File: src/rtl/udt_tx_arbiter_if.sv
// ---------------------------------------------------------------------------
// udt_tx_arbiter_if
//
// One packet stream into or out of the UDT transmit arbiter. It carries an
// AXI-stream style beat plus the UDP destination that goes with the packet.
//
// Signals:
//   tdata[63:0]     beat data
//   tkeep[7:0]      byte enables
//   tvalid          beat valid
//   tlast           last beat of packet
//   tready          sink ready
//   ip_dest[31:0]   destination IP (sampled with the first beat)
//   port_dest[15:0] destination UDP port (sampled with the first beat)
//
// Modports:
//   master : the side that drives the beat and the destination, and receives tready
//   slave  : the side that consumes the beat and drives tready
// ---------------------------------------------------------------------------
interface udt_tx_arbiter_if;

    logic [63:0] tdata;
    logic [7:0]  tkeep;
    logic        tvalid;
    logic        tlast;
    logic        tready;
    logic [31:0] ip_dest;
    logic [15:0] port_dest;

    modport master (
        output tdata,
        output tkeep,
        output tvalid,
        output tlast,
        output ip_dest,
        output port_dest,
        input  tready
    );

    modport slave (
        input  tdata,
        input  tkeep,
        input  tvalid,
        input  tlast,
        input  ip_dest,
        input  port_dest,
        output tready
    );

endinterface

File: src/rtl/udt_tx_arbiter.sv
// ---------------------------------------------------------------------------
// udt_tx_arbiter
//
// Packet-level arbiter that shares the single UDP transmit stream between two
// sources. The control source carries the merged handshake, ACK, ACK2, NAK
// and keep-alive packets. The data source carries data packets. Whole
// packets are granted, so beats from two packets are never interleaved.
// Control wins ties. After MAX_CTRL_BURST back-to-back control grants made
// while data was waiting, data gets the next grant, so data cannot starve.
//
// Parameters:
//   MAX_CTRL_BURST  consecutive control grants allowed while data waits (1..15)
//   CNT_WIDTH       width of the completed-packet counters
//
// Ports:
//   core_clk, core_rst_n  clock, synchronous active-low reset
//   arb_enable            1 = new grants allowed; 0 = finish packet, then idle
//   ctrl  (slave)         control packet stream plus destination
//   data  (slave)         data packet stream plus destination
//   out   (master)        merged stream plus the latched destination
//   grant_ctrl/grant_data which source currently owns the output
//   ctrl_pkt_cnt          completed control packets (wraps)
//   data_pkt_cnt          completed data packets (wraps)
// ---------------------------------------------------------------------------
module udt_tx_arbiter #(
    parameter int unsigned MAX_CTRL_BURST = 4,
    parameter int unsigned CNT_WIDTH      = 32
) (
    input  logic                   core_clk,
    input  logic                   core_rst_n,
    input  logic                   arb_enable,

    udt_tx_arbiter_if.slave        ctrl,
    udt_tx_arbiter_if.slave        data,
    udt_tx_arbiter_if.master       out,

    output logic                   grant_ctrl,
    output logic                   grant_data,
    output logic [CNT_WIDTH-1:0]   ctrl_pkt_cnt,
    output logic [CNT_WIDTH-1:0]   data_pkt_cnt
);

    typedef enum logic [1:0] {
        StIdle,
        StCtrl,
        StData
    } state_e;

    // The burst limit never exceeds 15, so 4 bits are enough.
    typedef logic [3:0] burst_t;
    localparam burst_t MaxBurst = burst_t'(MAX_CTRL_BURST);

    state_e               state_q, state_d;
    burst_t               burst_q, burst_d;
    logic [31:0]          ip_q, ip_d;
    logic [15:0]          port_q, port_d;
    logic [CNT_WIDTH-1:0] ctrl_cnt_q, ctrl_cnt_d;
    logic [CNT_WIDTH-1:0] data_cnt_q, data_cnt_d;

    logic ctrl_wins;
    logic ctrl_end;
    logic data_end;

    // Control may take the output unless data is waiting and control has
    // already used up its burst allowance.
    assign ctrl_wins = ctrl.tvalid && (!data.tvalid || (burst_q < MaxBurst));

    // An output handshake on the last beat closes the granted packet.
    assign ctrl_end  = ctrl.tvalid && ctrl.tlast && out.tready;
    assign data_end  = data.tvalid && data.tlast && out.tready;

    // -----------------------------------------------------------------------
    // Next-state logic and grant-time side effects
    // -----------------------------------------------------------------------
    always_comb begin
        state_d    = state_q;
        burst_d    = burst_q;
        ip_d       = ip_q;
        port_d     = port_q;
        ctrl_cnt_d = ctrl_cnt_q;
        data_cnt_d = data_cnt_q;

        unique case (state_q)
            StIdle: begin
                if (arb_enable) begin
                    if (ctrl_wins) begin
                        state_d = StCtrl;
                        ip_d    = ctrl.ip_dest;
                        port_d  = ctrl.port_dest;
                        // The burst only counts while data is actually waiting.
                        if (!data.tvalid) begin
                            burst_d = '0;
                        end else if (burst_q < MaxBurst) begin
                            burst_d = burst_q + 1'b1;
                        end
                    end else if (data.tvalid) begin
                        state_d = StData;
                        ip_d    = data.ip_dest;
                        port_d  = data.port_dest;
                        burst_d = '0;
                    end
                end
            end
            StCtrl: begin
                if (ctrl_end) begin
                    state_d    = StIdle;
                    ctrl_cnt_d = ctrl_cnt_q + 1'b1;
                end
            end
            StData: begin
                if (data_end) begin
                    state_d    = StIdle;
                    data_cnt_d = data_cnt_q + 1'b1;
                end
            end
            default: begin
                state_d = StIdle;
            end
        endcase
    end

    // -----------------------------------------------------------------------
    // Zero-latency forwarding mux. Nothing is forwarded while idle.
    // -----------------------------------------------------------------------
    always_comb begin
        out.tdata   = '0;
        out.tkeep   = '0;
        out.tvalid  = 1'b0;
        out.tlast   = 1'b0;
        ctrl.tready = 1'b0;
        data.tready = 1'b0;
        grant_ctrl  = 1'b0;
        grant_data  = 1'b0;

        unique case (state_q)
            StCtrl: begin
                out.tdata   = ctrl.tdata;
                out.tkeep   = ctrl.tkeep;
                out.tvalid  = ctrl.tvalid;
                out.tlast   = ctrl.tlast;
                ctrl.tready = out.tready;
                grant_ctrl  = 1'b1;
            end
            StData: begin
                out.tdata   = data.tdata;
                out.tkeep   = data.tkeep;
                out.tvalid  = data.tvalid;
                out.tlast   = data.tlast;
                data.tready = out.tready;
                grant_data  = 1'b1;
            end
            default: begin
            end
        endcase
    end

    // Destination stays latched from grant until the next grant.
    assign out.ip_dest   = ip_q;
    assign out.port_dest = port_q;
    assign ctrl_pkt_cnt  = ctrl_cnt_q;
    assign data_pkt_cnt  = data_cnt_q;

    // -----------------------------------------------------------------------
    // State registers
    // -----------------------------------------------------------------------
    always_ff @(posedge core_clk) begin
        if (!core_rst_n) begin
            state_q    <= StIdle;
            burst_q    <= '0;
            ip_q       <= '0;
            port_q     <= '0;
            ctrl_cnt_q <= '0;
            data_cnt_q <= '0;
        end else begin
            state_q    <= state_d;
            burst_q    <= burst_d;
            ip_q       <= ip_d;
            port_q     <= port_d;
            ctrl_cnt_q <= ctrl_cnt_d;
            data_cnt_q <= data_cnt_d;
        end
    end

endmodule

File: src/flat_wrapper.sv
// flat-port wrapper written by rule: the top's interface ports become plain ports
module udt_tx_arbiter_flat 
#(
    parameter int unsigned MAX_CTRL_BURST = 4,
    parameter int unsigned CNT_WIDTH      = 32
)
  (core_clk, core_rst_n, arb_enable, grant_ctrl, grant_data, ctrl_pkt_cnt, data_pkt_cnt, ctrl_tdata, ctrl_tkeep, ctrl_tvalid, ctrl_tlast, ctrl_ip_dest, ctrl_port_dest, ctrl_tready, data_tdata, data_tkeep, data_tvalid, data_tlast, data_ip_dest, data_port_dest, data_tready, out_tdata, out_tkeep, out_tvalid, out_tlast, out_ip_dest, out_port_dest, out_tready);
  udt_tx_arbiter_if ctrl_i ();
  udt_tx_arbiter_if data_i ();
  udt_tx_arbiter_if out_i ();
  input  logic core_clk;
  input  logic core_rst_n;
  input  logic arb_enable;
  output logic grant_ctrl;
  output logic grant_data;
  output logic [CNT_WIDTH-1:0] ctrl_pkt_cnt;
  output logic [CNT_WIDTH-1:0] data_pkt_cnt;
  input wire logic [$bits(ctrl_i.tdata)-1:0] ctrl_tdata;
  input wire logic [$bits(ctrl_i.tkeep)-1:0] ctrl_tkeep;
  input wire logic [$bits(ctrl_i.tvalid)-1:0] ctrl_tvalid;
  input wire logic [$bits(ctrl_i.tlast)-1:0] ctrl_tlast;
  input wire logic [$bits(ctrl_i.ip_dest)-1:0] ctrl_ip_dest;
  input wire logic [$bits(ctrl_i.port_dest)-1:0] ctrl_port_dest;
  output wire logic [$bits(ctrl_i.tready)-1:0] ctrl_tready;
  input wire logic [$bits(data_i.tdata)-1:0] data_tdata;
  input wire logic [$bits(data_i.tkeep)-1:0] data_tkeep;
  input wire logic [$bits(data_i.tvalid)-1:0] data_tvalid;
  input wire logic [$bits(data_i.tlast)-1:0] data_tlast;
  input wire logic [$bits(data_i.ip_dest)-1:0] data_ip_dest;
  input wire logic [$bits(data_i.port_dest)-1:0] data_port_dest;
  output wire logic [$bits(data_i.tready)-1:0] data_tready;
  output wire logic [$bits(out_i.tdata)-1:0] out_tdata;
  output wire logic [$bits(out_i.tkeep)-1:0] out_tkeep;
  output wire logic [$bits(out_i.tvalid)-1:0] out_tvalid;
  output wire logic [$bits(out_i.tlast)-1:0] out_tlast;
  output wire logic [$bits(out_i.ip_dest)-1:0] out_ip_dest;
  output wire logic [$bits(out_i.port_dest)-1:0] out_port_dest;
  input wire logic [$bits(out_i.tready)-1:0] out_tready;
  assign ctrl_i.tdata = ctrl_tdata;
  assign ctrl_i.tkeep = ctrl_tkeep;
  assign ctrl_i.tvalid = ctrl_tvalid;
  assign ctrl_i.tlast = ctrl_tlast;
  assign ctrl_i.ip_dest = ctrl_ip_dest;
  assign ctrl_i.port_dest = ctrl_port_dest;
  assign ctrl_tready = ctrl_i.tready;
  assign data_i.tdata = data_tdata;
  assign data_i.tkeep = data_tkeep;
  assign data_i.tvalid = data_tvalid;
  assign data_i.tlast = data_tlast;
  assign data_i.ip_dest = data_ip_dest;
  assign data_i.port_dest = data_port_dest;
  assign data_tready = data_i.tready;
  assign out_tdata = out_i.tdata;
  assign out_tkeep = out_i.tkeep;
  assign out_tvalid = out_i.tvalid;
  assign out_tlast = out_i.tlast;
  assign out_ip_dest = out_i.ip_dest;
  assign out_port_dest = out_i.port_dest;
  assign out_i.tready = out_tready;
  udt_tx_arbiter #(.MAX_CTRL_BURST(MAX_CTRL_BURST), .CNT_WIDTH(CNT_WIDTH)) u_core (.core_clk(core_clk), .core_rst_n(core_rst_n), .arb_enable(arb_enable), .ctrl(ctrl_i), .data(data_i), .out(out_i), .grant_ctrl(grant_ctrl), .grant_data(grant_data), .ctrl_pkt_cnt(ctrl_pkt_cnt), .data_pkt_cnt(data_pkt_cnt));
endmodule
File: config.mk
export PLATFORM = sky130hd
export DESIGN_NAME = udt_tx_arbiter_flat
export DESIGN_NICKNAME = d
export VERILOG_FILES = /design/src/rtl/udt_tx_arbiter_if.sv /design/src/rtl/udt_tx_arbiter.sv /design/src/flat_wrapper.sv
export SDC_FILE = /design/constraint.sdc
export NUM_CORES = 1
export LEC_CHECK = 0
export CAP_MARGIN = 20
export CORE_AREA = 2 2 169 171
export DETAILED_ROUTE_END_ITERATION = 10
export DIE_AREA = 0 0 171 173
export MAX_ROUTING_LAYER = met4
export SETUP_SLACK_MARGIN = 0.15
export SYNTH_ARGS = -nofsm -noshare
export SYNTH_HDL_FRONTEND = slang
export SYNTH_SLANG_ARGS = --single-unit
File: constraint.sdc
create_clock -name core_clk -period 2.6 [get_ports core_clk]
set_input_delay 0.39 -clock core_clk [delete_from_list [all_inputs] [get_ports core_clk]]
set_output_delay 0.39 -clock core_clk [all_outputs]
set_load 0.005 [all_outputs]
==> impl_metrics.sql, run 1 <==
INSERT INTO impl_metrics (metric_group, metric, value, unit) VALUES
('run_status', 'status', 'finished, final reports clean', ''),
('global_route', 'met2_grt_util', '37.7', '%'),
('pwr', 'power_report.internal_total', '4.71', 'mW'),
('critical_path', 'critical_path_sink_type', 'output port', ''),
('routing', 'post-route-drc-count', '0', ''),
('run', 'cap_viol_max_count', '0', ''),
('pwr', 'post-layout-total-power', '6.69', 'mW'),
('synthesis', 'synthesis.area', '6540', 'um2'),
('floorplanning', 'core_area', '27600', 'um2'),
('timing', 'timing.clock.skew', '0.0164', 'ns'),
('clock_network', 'clock_tree.htree_level_count', '4', ''),
('global_route', 'track_usage', '21.3', '%'),
('timing', 'fmax', '415', 'MHz'),
('clock_network', 'worst_setup_hold_path_clk_slew', '0.06', 'ns'),
('clock_network', 'clock-root-buffer', 'sky130_fd_sc_hd__clkbuf_16', ''),
('critical_path', 'reg2reg_setup_slack', '0.23', 'ns'),
('synthesis', 'mappedNetlistNets', '1036', ''),
('pwr', 'leakage_power', '4.81', 'nW'),
('critical_path', 'slowest_delay', '0.35', 'ns'),
('synthesis', 'syn_inst', '782', ''),
('place', 'placed_cell_area', '11600', 'um2'),
('critical_path', 'crit_required', '2.21', 'ns'),
('clock_network', 'clock_path_buffers', '2', ''),
('global_route', 'globalRoute.totalOverflow', '0', ''),
('clock_network', 'worst_skew_pair.late_latency', '0.42', 'ns'),
('timing', 'worst_hold_slack', '0.458', 'ns'),
('routing', 'detail-route-antenna-nets', '0', ''),
('timing', 'min_period_over_period', '92.7', '%'),
('critical_path', 'largest_delay_contributor_family_on_the_critical_path', 'buffers and inverters', ''),
('clock_network', 'cts_hold_buf', '0', ''),
('routing', 'vias', '7712', ''),
('finish', 'n_fill_cell', '2750', ''),
('synthesis', 'number_of_synthesized_flops_with_an_enable_pin', '0', ''),
('critical_path', 'cp_num_buf_inv', '4', ''),
('clock_network', 'tritoncts.num_buffers', '17', ''),
('critical_path', 'critical_path.startpoint_type', 'flip-flop', ''),
('global_route', 'gr_layer_usage_met3', '3.98', '%'),
('floorplanning', 'dieHeight', '173', 'um'),
('pwr', 'powerDensity', '523', 'nW/um2'),
('synthesis', 'synth_sequential_area_ratio', '36.1', '%'),
('synthesis', 'synthFlopType', 'sky130_fd_sc_hd__dfxtp_1', ''),
('pwr', 'power.share.clock', '35.4', '%'),
('timing', 'grt_setup_unrepaired', 'true', ''),
('global_route', 'peak_usage_layer_in_the_global_routing_report', 'met2', ''),
('timing', 'report.final.hold_viol_count', '0', ''),
('floorplanning', 'fp.dieArea', '29600', 'um2'),
('critical_path', 'cp_max_fo', '15', ''),
('global_route', 'gr-usage-met1', '24.4', '%'),
('floorplanning', 'std_cell_rows', '61', ''),
('finish', 'fin_nets', '1500', ''),
('timing', 'tns', '0', 'ns'),
('floorplanning', 'floorplan.initialDensity', '23.7', '%'),
('finish', 'areaGrowthSynthToFinish', '95.6', '%'),
('place', 'placement.io_buffers', '437', ''),
('global_route', 'grt_pass1_vias', '7402', ''),
('global_route', 'grt_max_degree', '56', ''),
('critical_path', 'timing.critical_path.slowest_stage_cell', 'sky130_fd_sc_hd__dfxtp_4', ''),
('floorplanning', 'io_pins', '438', ''),
('synthesis', 'async_reset_ff_share', '0', '%'),
('synthesis', 'yosys-top-cells-count', 'sky130_fd_sc_hd__dfxtp_1 (118), sky130_fd_sc_hd__a22oi_1 (74), sky130_fd_sc_hd__nor2b_1 (74)', ''),
('routing', 'drtPass1Iterations', '5', ''),
('routing', 'wire_per_inst', '19.9', 'um'),
('finish', 'design_area', '12800', 'um2'),
('worst_hold_path', 'worst_hold_path_type', 'reg2reg', ''),
('place', 'gp_congestion', '0.857', ''),
('routing', 'route.detailed.vias_per_inst', '4.71', ''),
('clock_network', 'tritoncts_num_sinks', '118', ''),
('synthesis', 'avg_cell_area_syn', '8.36', 'um2'),
('global_route', 'grt_first_pass_wirelength', '45900', 'um'),
('pwr', 'power.net_switching', '1.97', 'mW'),
('routing', 'finalWirelength', '32500', 'um');
==> kinds of logic (layout without fill, tap and decap cells) <==
logic type,Yosys count,in the layout,share of synthesized area (%)
xor gates and xnor gates,20,20,2.68
buffers and inverters,80,557,4.84
muxes,52,52,7.98
adders and majority gates,6,6,1.15
DFF,118,118,36.1
and+or+nand+nor,294,294,24.9
AOI/OAI and AO/OA,212,212,22.3
==> state kept, by name (all words and copies together), names as in the netlist <==
signal,cells
u_core.data_pkt_cnt,32
u_core.out.ip_dest,32
u_core.state_q,2
u_core.burst_q,4
u_core.out.port_dest,16
u_core.ctrl_pkt_cnt,32
==> placed cells by master (no fill, tap or decap), types with 32 or more instances in the layout <==
cell type | synthesis | routed
sky130_fd_sc_hd__buf_4 | 0 | 51
sky130_fd_sc_hd__clkdlybuf4s50_1 | 0 | 363
sky130_fd_sc_hd__a21oi_1 | 40 | 40
sky130_fd_sc_hd__dlygate4sd2_1 | 0 | 38
sky130_fd_sc_hd__a211oi_1 | 48 | 48
sky130_fd_sc_hd__mux2i_1 | 51 | 51
sky130_fd_sc_hd__nor2_1 | 70 | 70
sky130_fd_sc_hd__nor2b_1 | 74 | 68
sky130_fd_sc_hd__a22oi_2 | 0 | 36
sky130_fd_sc_hd__nand2_1 | 32 | 32
sky130_fd_sc_hd__a22oi_1 | 74 | 38
sky130_fd_sc_hd__dfxtp_1 | 118 | 116
==> worst paths after layout <==
kind	depth (start not counted)	end	start
setup reg to reg	9	u_core.data_pkt_cnt[15]$_SDFFE_PN0P_	u_core.state_q[0]$_SDFFE_PN0P_
setup / recovery	7	out_tdata[40]	u_core.state_q[0]$_SDFFE_PN0P_
hold reg to reg	2	u_core.burst_q[2]$_SDFFE_PN0P_	u_core.burst_q[2]$_SDFFE_PN0P_
hold / removal	2	u_core.burst_q[2]$_SDFFE_PN0P_	u_core.burst_q[2]$_SDFFE_PN0P_
==> tightest hold or removal path, cell delays in order (launching register included) <==
cell and delay [ns]:
sky130_fd_sc_hd__dfxtp_1 0.30, sky130_fd_sc_hd__nand2_1 0.05, sky130_fd_sc_hd__a21oi_1 0.05
==> metrics by stage <==
step | utilization [%] | instances
finish | 46.3 | 1637
global route | 46.3 | 1637
CTS | 45.7 | 1628
detailed placement | 42.0 | 1576
global placement | 42.0 | 1576
floorplan | - | 782
==> final cells by class <==
type	count	area (um2)	share of cell area, %
repair buffers	515	5220	40.8
clock inverters	14	153	1.19
well taps	378	473	3.70
flip-flops and latches	118	2370	18.5
clock buffers	18	429	3.35
multi-input cells	584	4110	32.1
inverters	10	41.3	0.323
==> power groups by stage <==
stage               registers (mW)  clock network [mW]  logic, mW
detailed placement            2.01                   0       1.93
finish                        1.98                2.36       2.34
global route                  1.99                2.49       2.49
global placement              2.01                   0       1.92
CTS                           1.98                2.41       2.25
floorplan                     2.02                   0      0.734
==> layer usage <==
metal  share of wire (%)  routed length (um)
met5                   0                   0
met4                 2.6                 853
met3                 4.5                1480
met2                  52               16900
met1                  41               13200
==> what timing repair did <==
| action | 4_1_cts | 5_1_grt |
|---|---|---|
| buffers inserted | 13 | 8 |
| hold endpoints to repair | 0 | 0 |
| pin swaps | 19 | 25 |
| gates resized for setup | 115 | 72 |
| gates cloned | 7 | 1 |
| endpoints found under the setup margin | 74 | 44 |
Note: power is estimated with default switching activity, not from simulation.
==> run 2, diff against run 1 <==
- RECOVER_POWER: not set -> 25
==> impl_metrics.sql, run 2 (synthesis results as in run 1) <==
INSERT INTO impl_metrics (metric_group, metric, value, unit) VALUES
('pwr', 'comb_pwr_share', '34.7', '%'),
('finish', 'most-common-layout-cells', 'sky130_fd_sc_hd__clkdlybuf4s50_1 (299), sky130_fd_sc_hd__dfxtp_1 (116), sky130_fd_sc_hd__nor2_1 (70)', ''),
('pwr', 'leakage_power', '4.97', 'nW'),
('timing', 'report.final.hold_viol_count', '0', ''),
('critical_path', 'timing.critical_path.slowest_stage_cell', 'sky130_fd_sc_hd__dfxtp_4', ''),
('floorplanning', 'std_cell_rows', '61', ''),
('finish', 'diodes', '0', ''),
('routing', 'detail-route-antenna-nets', '0', ''),
('critical_path', 'largest_delay_contributor_family_on_the_critical_path', 'buffers and inverters', ''),
('floorplanning', 'floorplan.initialDensity', '23.7', '%'),
('floorplanning', 'fp.dieArea', '29600', 'um2'),
('global_route', 'globalRoute.totalOverflow', '0', ''),
('finish', 'post_route_cells_drive_above_1_share', '14.1', '%'),
('critical_path', 'cp_max_fo', '15', ''),
('worst_hold_path', 'worst_hold_path_type', 'reg2reg', ''),
('global_route', 'antenna_found_initial', '1', ''),
('pwr', 'powerDensity', '520', 'nW/um2'),
('clock_network', 'cts_hold_buf', '0', ''),
('global_route', 'grt_pass1_vias', '7402', ''),
('place', 'gp_congestion', '0.857', ''),
('timing', 'timing.clock.skew', '0.0154', 'ns'),
('timing', 'slew_headroom', '61.1', '%'),
('clock_network', 'clock-root-buffer', 'sky130_fd_sc_hd__clkbuf_16', ''),
('clock_network', 'clock_tree.htree_level_count', '4', ''),
('place', 'placement.io_buffers', '437', ''),
('run_status', 'status', 'finished, final reports clean', ''),
('run', 'cap_viol_max_count', '0', ''),
('place', 'hpwlAfterDp', '24900', 'um'),
('routing', 'route.detailed.vias_per_inst', '4.72', ''),
('routing', 'first_drt_iteration_drcs', '400', ''),
('critical_path', 'slowest_delay', '0.35', 'ns'),
('timing', 'min_period_over_period', '92.8', '%'),
('pwr', 'power.share.clock', '35.6', '%'),
('clock_network', 'tritoncts_num_sinks', '118', ''),
('critical_path', 'crit_required', '2.21', 'ns'),
('finish', 'fin_nets', '1500', ''),
('critical_path', 'path_cells', 'inv_4, ha_4, buf_12, bufbuf_16, a22oi_2, nor2b_1, clkdlybuf4s15_1', ''),
('pwr', 'power_report.internal_total', '4.68', 'mW'),
('timing', 'drv_slew', '0', ''),
('global_route', 'grt_first_pass_wirelength', '45900', 'um'),
('timing', 'worst_hold_slack', '0.458', 'ns'),
('global_route', 'grt_max_degree', '56', ''),
('finish', 'final_common_cell', 'sky130_fd_sc_hd__clkdlybuf4s50_1', ''),
('pwr', 'switching_share', '29.6', '%'),
('pwr', 'seqPwrFrac', '29.8', '%'),
('clock_network', 'clock_path_buffers', '2', ''),
('timing', 'grt_setup_unrepaired', 'true', ''),
('global_route', 'track_usage', '21.3', '%'),
('place', 'pre_cts_slack', '0.0493', 'ns'),
('clock_network', 'worst_skew_pair.late_latency', '0.42', 'ns'),
('critical_path', 'critPathKind', 'reg2out', ''),
('pwr', 'power.net_switching', '1.97', 'mW'),
('timing', 'final_critical_path_setup_slack', '0.187', 'ns'),
('finish', 'utilization', '46.3', '%'),
('clock_network', 'tritoncts.num_buffers', '17', ''),
('floorplanning', 'die_w', '171', 'um'),
('timing', 'setup_viol', '0', ''),
('floorplanning', 'dieHeight', '173', 'um'),
('clock_network', 'worst_setup_hold_path_clk_slew', '0.06', 'ns'),
('timing', 'tns', '0', 'ns'),
('floorplanning', 'io_pins', '438', ''),
('routing', 'wire_per_inst', '19.8', 'um'),
('routing', 'vias', '7730', ''),
('timing', 'fmax', '414', 'MHz'),
('critical_path', 'arrival', '2.02', 'ns'),
('clock_network', 'tritoncts_clock_tree', 'built', ''),
('routing', 'finalWirelength', '32400', 'um'),
('critical_path', 'cp_num_buf_inv', '4', ''),
('floorplanning', 'core_area', '27600', 'um2'),
('critical_path', 'critical_path.startpoint_type', 'flip-flop', ''),
('critical_path', 'critical_path_sink_type', 'output port', ''),
('timing', 'worst-slew-pin-transition', '0.581', 'ns'),
('finish', 'areaGrowthSynthToFinish', '95.5', '%'),
('timing', 'finalCriticalPeriod', '2.41', 'ns'),
('routing', 'post-route-drc-count', '0', ''),
('routing', 'drtPass1Iterations', '5', ''),
('pwr', 'vdd.ir_drop.worst', '0.327', 'mV');
==> run 2: what timing repair did <==
item / CTS / global route
gates cloned: 7 / 1
gates resized for setup: 115 / 72
setup buffers: 13 / 8
pin swaps: 19 / 25
endpoints found under the setup margin: 74 / 44
==> run 2: cell type report <==
| cell class | count | area (um2) |
|---|---|---|
| Multi-Input combinational cell | 584 | 4110 |
| Fill cell | 2754 | 14800 |
| Tap cell | 378 | 473 |
| Sequential cell | 118 | 2370 |
| Clock buffer | 18 | 429 |
| Timing Repair Buffer | 515 | 5210 |
| Inverter | 10 | 41.3 |
| Clock inverter | 14 | 153 |
==> run 2: final timing paths <==
path,start,end,slack [ns],cells past startpoint
setup / recovery,u_core.state_q[0]$_SDFFE_PN0P_,out_tdata[40],0.19,7
hold / removal,u_core.burst_q[2]$_SDFFE_PN0P_,u_core.burst_q[2]$_SDFFE_PN0P_,0.46,2
setup reg to reg,u_core.state_q[0]$_SDFFE_PN0P_,u_core.data_pkt_cnt[15]$_SDFFE_PN0P_,0.23,9
hold reg to reg,u_core.burst_q[2]$_SDFFE_PN0P_,u_core.burst_q[2]$_SDFFE_PN0P_,0.46,2
==> run 2: per-stage QoR <==
step	std cells	area [um2]	total power [mW]
2_1_floorplan	782	6540	2.75
3_3_place_gp	1576	11600	3.93
3_5_place_dp	1576	11600	3.94
4_1_cts	1628	12600	6.64
5_1_grt	1637	12800	6.92
6_report	1637	12800	6.64
==> run 2: power by group through the flow <==
stage / clock, mW / combinational [mW] / sequential, mW
finish: 2.36 / 2.30 / 1.98
global route: 2.49 / 2.45 / 1.99
CTS: 2.41 / 2.25 / 1.98
detailed placement: 0 / 1.93 / 2.01
global placement: 0 / 1.92 / 2.01
floorplan: 0 / 0.734 / 2.02
==> run 2: metal layers <==
| layer | track usage [%] | up-vias | share of wire (%) |
|---|---|---|---|
| met5 | - | - | 0 |
| met4 | 5.97 | 0 | 2.6 |
| met3 | 3.98 | 33 | 4.7 |
| met2 | 37.7 | 261 | 52 |
| met1 | 24.4 | 3597 | 40 |
| li1 | - | 3839 | - |
==> run 2: worst min-delay path: cells and delay by family, from the launching register on <==
family	cells	cell delay (ns)
DFF	1	0.30
AOI/OAI and AO/OA	1	0.05
and+or+nand+nor	1	0.05
==> run 3, diff against run 2 <==
- SETUP_SLACK_MARGIN: 0.15 -> not set
==> impl_metrics.sql, run 3 (synthesis results as in run 1) <==
INSERT INTO impl_metrics (metric_group, metric, value, unit) VALUES
('run_status', 'status', 'finished, final reports clean', ''),
('timing', 'worst-slew-pin-transition', '0.580', 'ns'),
('clock_network', 'cts_hold_buf', '0', ''),
('clock_network', 'worst_skew_pair.late_latency', '0.42', 'ns'),
('global_route', 'globalRoute.totalOverflow', '0', ''),
('floorplanning', 'floorplan.initialDensity', '23.7', '%'),
('critical_path', 'critPathKind', 'reg2out', ''),
('global_route', 'track_usage', '20.8', '%'),
('routing', 'finalWirelength', '31700', 'um'),
('timing', 'timing.clock.skew', '0.0170', 'ns'),
('clock_network', 'tritoncts_num_sinks', '118', ''),
('finish', 'utilization', '45.7', '%'),
('critical_path', 'arrival', '2.16', 'ns'),
('place', 'gp_congestion', '0.857', ''),
('floorplanning', 'fp.dieArea', '29600', 'um2'),
('critical_path', 'critical_path.reg2reg.startpoint', 'u_core.state_q[0]$_SDFFE_PN0P_', ''),
('clock_network', 'clock_tree.htree_level_count', '4', ''),
('timing', 'drv_slew', '0', ''),
('worst_hold_path', 'worst_hold_path_type', 'reg2reg', ''),
('routing', 'wire_per_inst', '19.5', 'um'),
('timing', 'slew_headroom', '61.2', '%'),
('routing', 'detail-route-antenna-nets', '0', ''),
('worst_hold_path', 'min_from', 'u_core.burst_q[2]$_SDFFE_PN0P_', ''),
('clock_network', 'clock_path_buffers', '2', ''),
('routing', 'first_drt_iteration_drcs', '426', ''),
('timing', 'min_period_over_period', '98.0', '%'),
('global_route', 'grt_first_pass_wirelength', '44800', 'um'),
('critical_path', 'critical_path_sink_type', 'output port', ''),
('timing', 'fmax', '393', 'MHz'),
('floorplanning', 'std_cell_rows', '61', ''),
('critical_path', 'reg2reg_to', 'u_core.data_pkt_cnt[15]$_SDFFE_PN0P_', ''),
('critical_path', 'reg2reg_setup_slack', '0.24', 'ns'),
('worst_hold_path', 'number_of_instances_on_the_worst_hold_path', '2', ''),
('global_route', 'grt_pass1_vias', '7281', ''),
('pwr', 'powerDensity', '512', 'nW/um2'),
('clock_network', 'worst_setup_hold_path_clk_slew', '0.06', 'ns'),
('critical_path', 'r2r.worst_path.cells', '9', ''),
('routing', 'route.detailed.vias_per_inst', '4.68', ''),
('floorplanning', 'core_area', '27600', 'um2'),
('floorplanning', 'io_pins', '438', ''),
('finish', 'multiInputGateArea', '4050', 'um2'),
('clock_network', 'tritoncts_clock_tree', 'built', ''),
('run', 'cap_viol_max_count', '0', ''),
('finish', 'diodes', '0', ''),
('timing', 'report.final.hold_viol_count', '0', ''),
('global_route', 'grt_max_degree', '56', ''),
('critical_path', 'critical_path.startpoint_type', 'flip-flop', ''),
('finish', 'areaGrowthSynthToFinish', '92.9', '%'),
('floorplanning', 'dieHeight', '173', 'um'),
('routing', 'drtPass1Iterations', '5', ''),
('finish', 'final_common_cell', 'sky130_fd_sc_hd__clkdlybuf4s50_1', ''),
('critical_path', 'crit_required', '2.21', 'ns'),
('finish', 'post_route_cells_drive_above_1_share', '11.1', '%'),
('finish', 'n_fill_cell', '2781', ''),
('timing', 'setup_viol', '0', ''),
('place', 'hpwlAfterDp', '24900', 'um'),
('finish', 'seq_area', '2360', 'um2'),
('worst_hold_path', 'whs_endpoint', 'u_core.burst_q[2]$_SDFFE_PN0P_', ''),
('routing', 'vias', '7611', ''),
('finish', 'most-common-layout-cells', 'sky130_fd_sc_hd__clkdlybuf4s50_1 (388), sky130_fd_sc_hd__dfxtp_1 (116), sky130_fd_sc_hd__nor2b_1 (73)', ''),
('clock_network', 'tritoncts.num_buffers', '17', ''),
('timing', 'finalCriticalPeriod', '2.55', 'ns'),
('timing', 'grt_setup_unrepaired', 'true', ''),
('global_route', 'antenna_found_initial', '0', ''),
('critical_path', 'cp_max_fo', '12', ''),
('pwr', 'leakage_power', '4.75', 'nW'),
('place', 'placement.io_buffers', '437', ''),
('clock_network', 'clock-root-buffer', 'sky130_fd_sc_hd__clkbuf_16', ''),
('pwr', 'vdd.ir_drop.worst', '0.324', 'mV'),
('timing', 'worst_hold_slack', '0.458', 'ns'),
('routing', 'post-route-drc-count', '0', ''),
('floorplanning', 'die_w', '171', 'um'),
('finish', 'fin_nets', '1490', '');
## run 3: how the worst max path moves through the flow
stage | from | end
floorplan | u_core.state_q[0]$_SDFFE_PN0P_ | u_core.data_pkt_cnt[28]$_SDFFE_PN0P_
global placement | out_tready | u_core.data_pkt_cnt[25]$_SDFFE_PN0P_
detailed placement | out_tready | u_core.data_pkt_cnt[31]$_SDFFE_PN0P_
CTS | u_core.state_q[0]$_SDFFE_PN0P_ | out_tdata[9]
global route | u_core.state_q[1]$_SDFFE_PN0P_ | out_tdata[16]
finish | u_core.state_q[0]$_SDFFE_PN0P_ | out_tdata[49]
## run 3: worst max-delay path, stage by stage, from the launching register on
cell and delay [ns]:
sky130_fd_sc_hd__dfxtp_2 0.37, sky130_fd_sc_hd__inv_2 0.07, sky130_fd_sc_hd__ha_4 0.20, sky130_fd_sc_hd__buf_12 0.16
sky130_fd_sc_hd__buf_4 0.15, sky130_fd_sc_hd__a22oi_2 0.30, sky130_fd_sc_hd__buf_4 0.17, sky130_fd_sc_hd__nor2b_1 0.04
sky130_fd_sc_hd__dlygate4sd2_1 0.27
## run 3: cell type report
class / count / share of cell area (%)
clock buffer: 18 / 3.40
clock inverter: 14 / 1.21
inverter: 10 / 0.307
multi-input combinational: 584 / 32.1
sequential: 118 / 18.7
tap: 378 / 3.75
timing repair buffer: 505 / 40.5
## run 3: power breakdown
part	total [mW]	switching, mW	leakage [nW]	internal, mW
Clock	2.36	0.941	0.285	1.42
Combinational	2.11	0.887	3.51	1.22
Sequential	1.98	0.0619	0.962	1.92
Total	6.46	1.89	4.75	4.57
## run 3: metrics by stage
stage	instance area, um2	setup slack (ns)	setup TNS (ns)	power [mW]	instances
6_report	12600	0.0531	0	6.46	1627
3_5_place_dp	11600	0.0493	0	3.94	1576
4_1_cts	12400	-0.0453	-0.113	6.47	1615
3_3_place_gp	11600	0.0288	0	3.93	1576
2_1_floorplan	6540	0.438	0	2.75	782
5_1_grt	12600	-0.0376	-0.0600	6.74	1627
## run 3: layer usage
metal	wire, um	track usage (%)	vias up
met5	0	-	-
met4	624	5.54	0
met3	1370	3.85	22
met2	16800	37.2	243
met1	12900	23.5	3531
li1	-	-	3815
## run 3: what timing repair did
action,CTS,global route
gates resized for setup,64,25
endpoints found under the setup margin,73,43
gates cloned,3,1
pin swaps,10,1
setup buffers,4,11
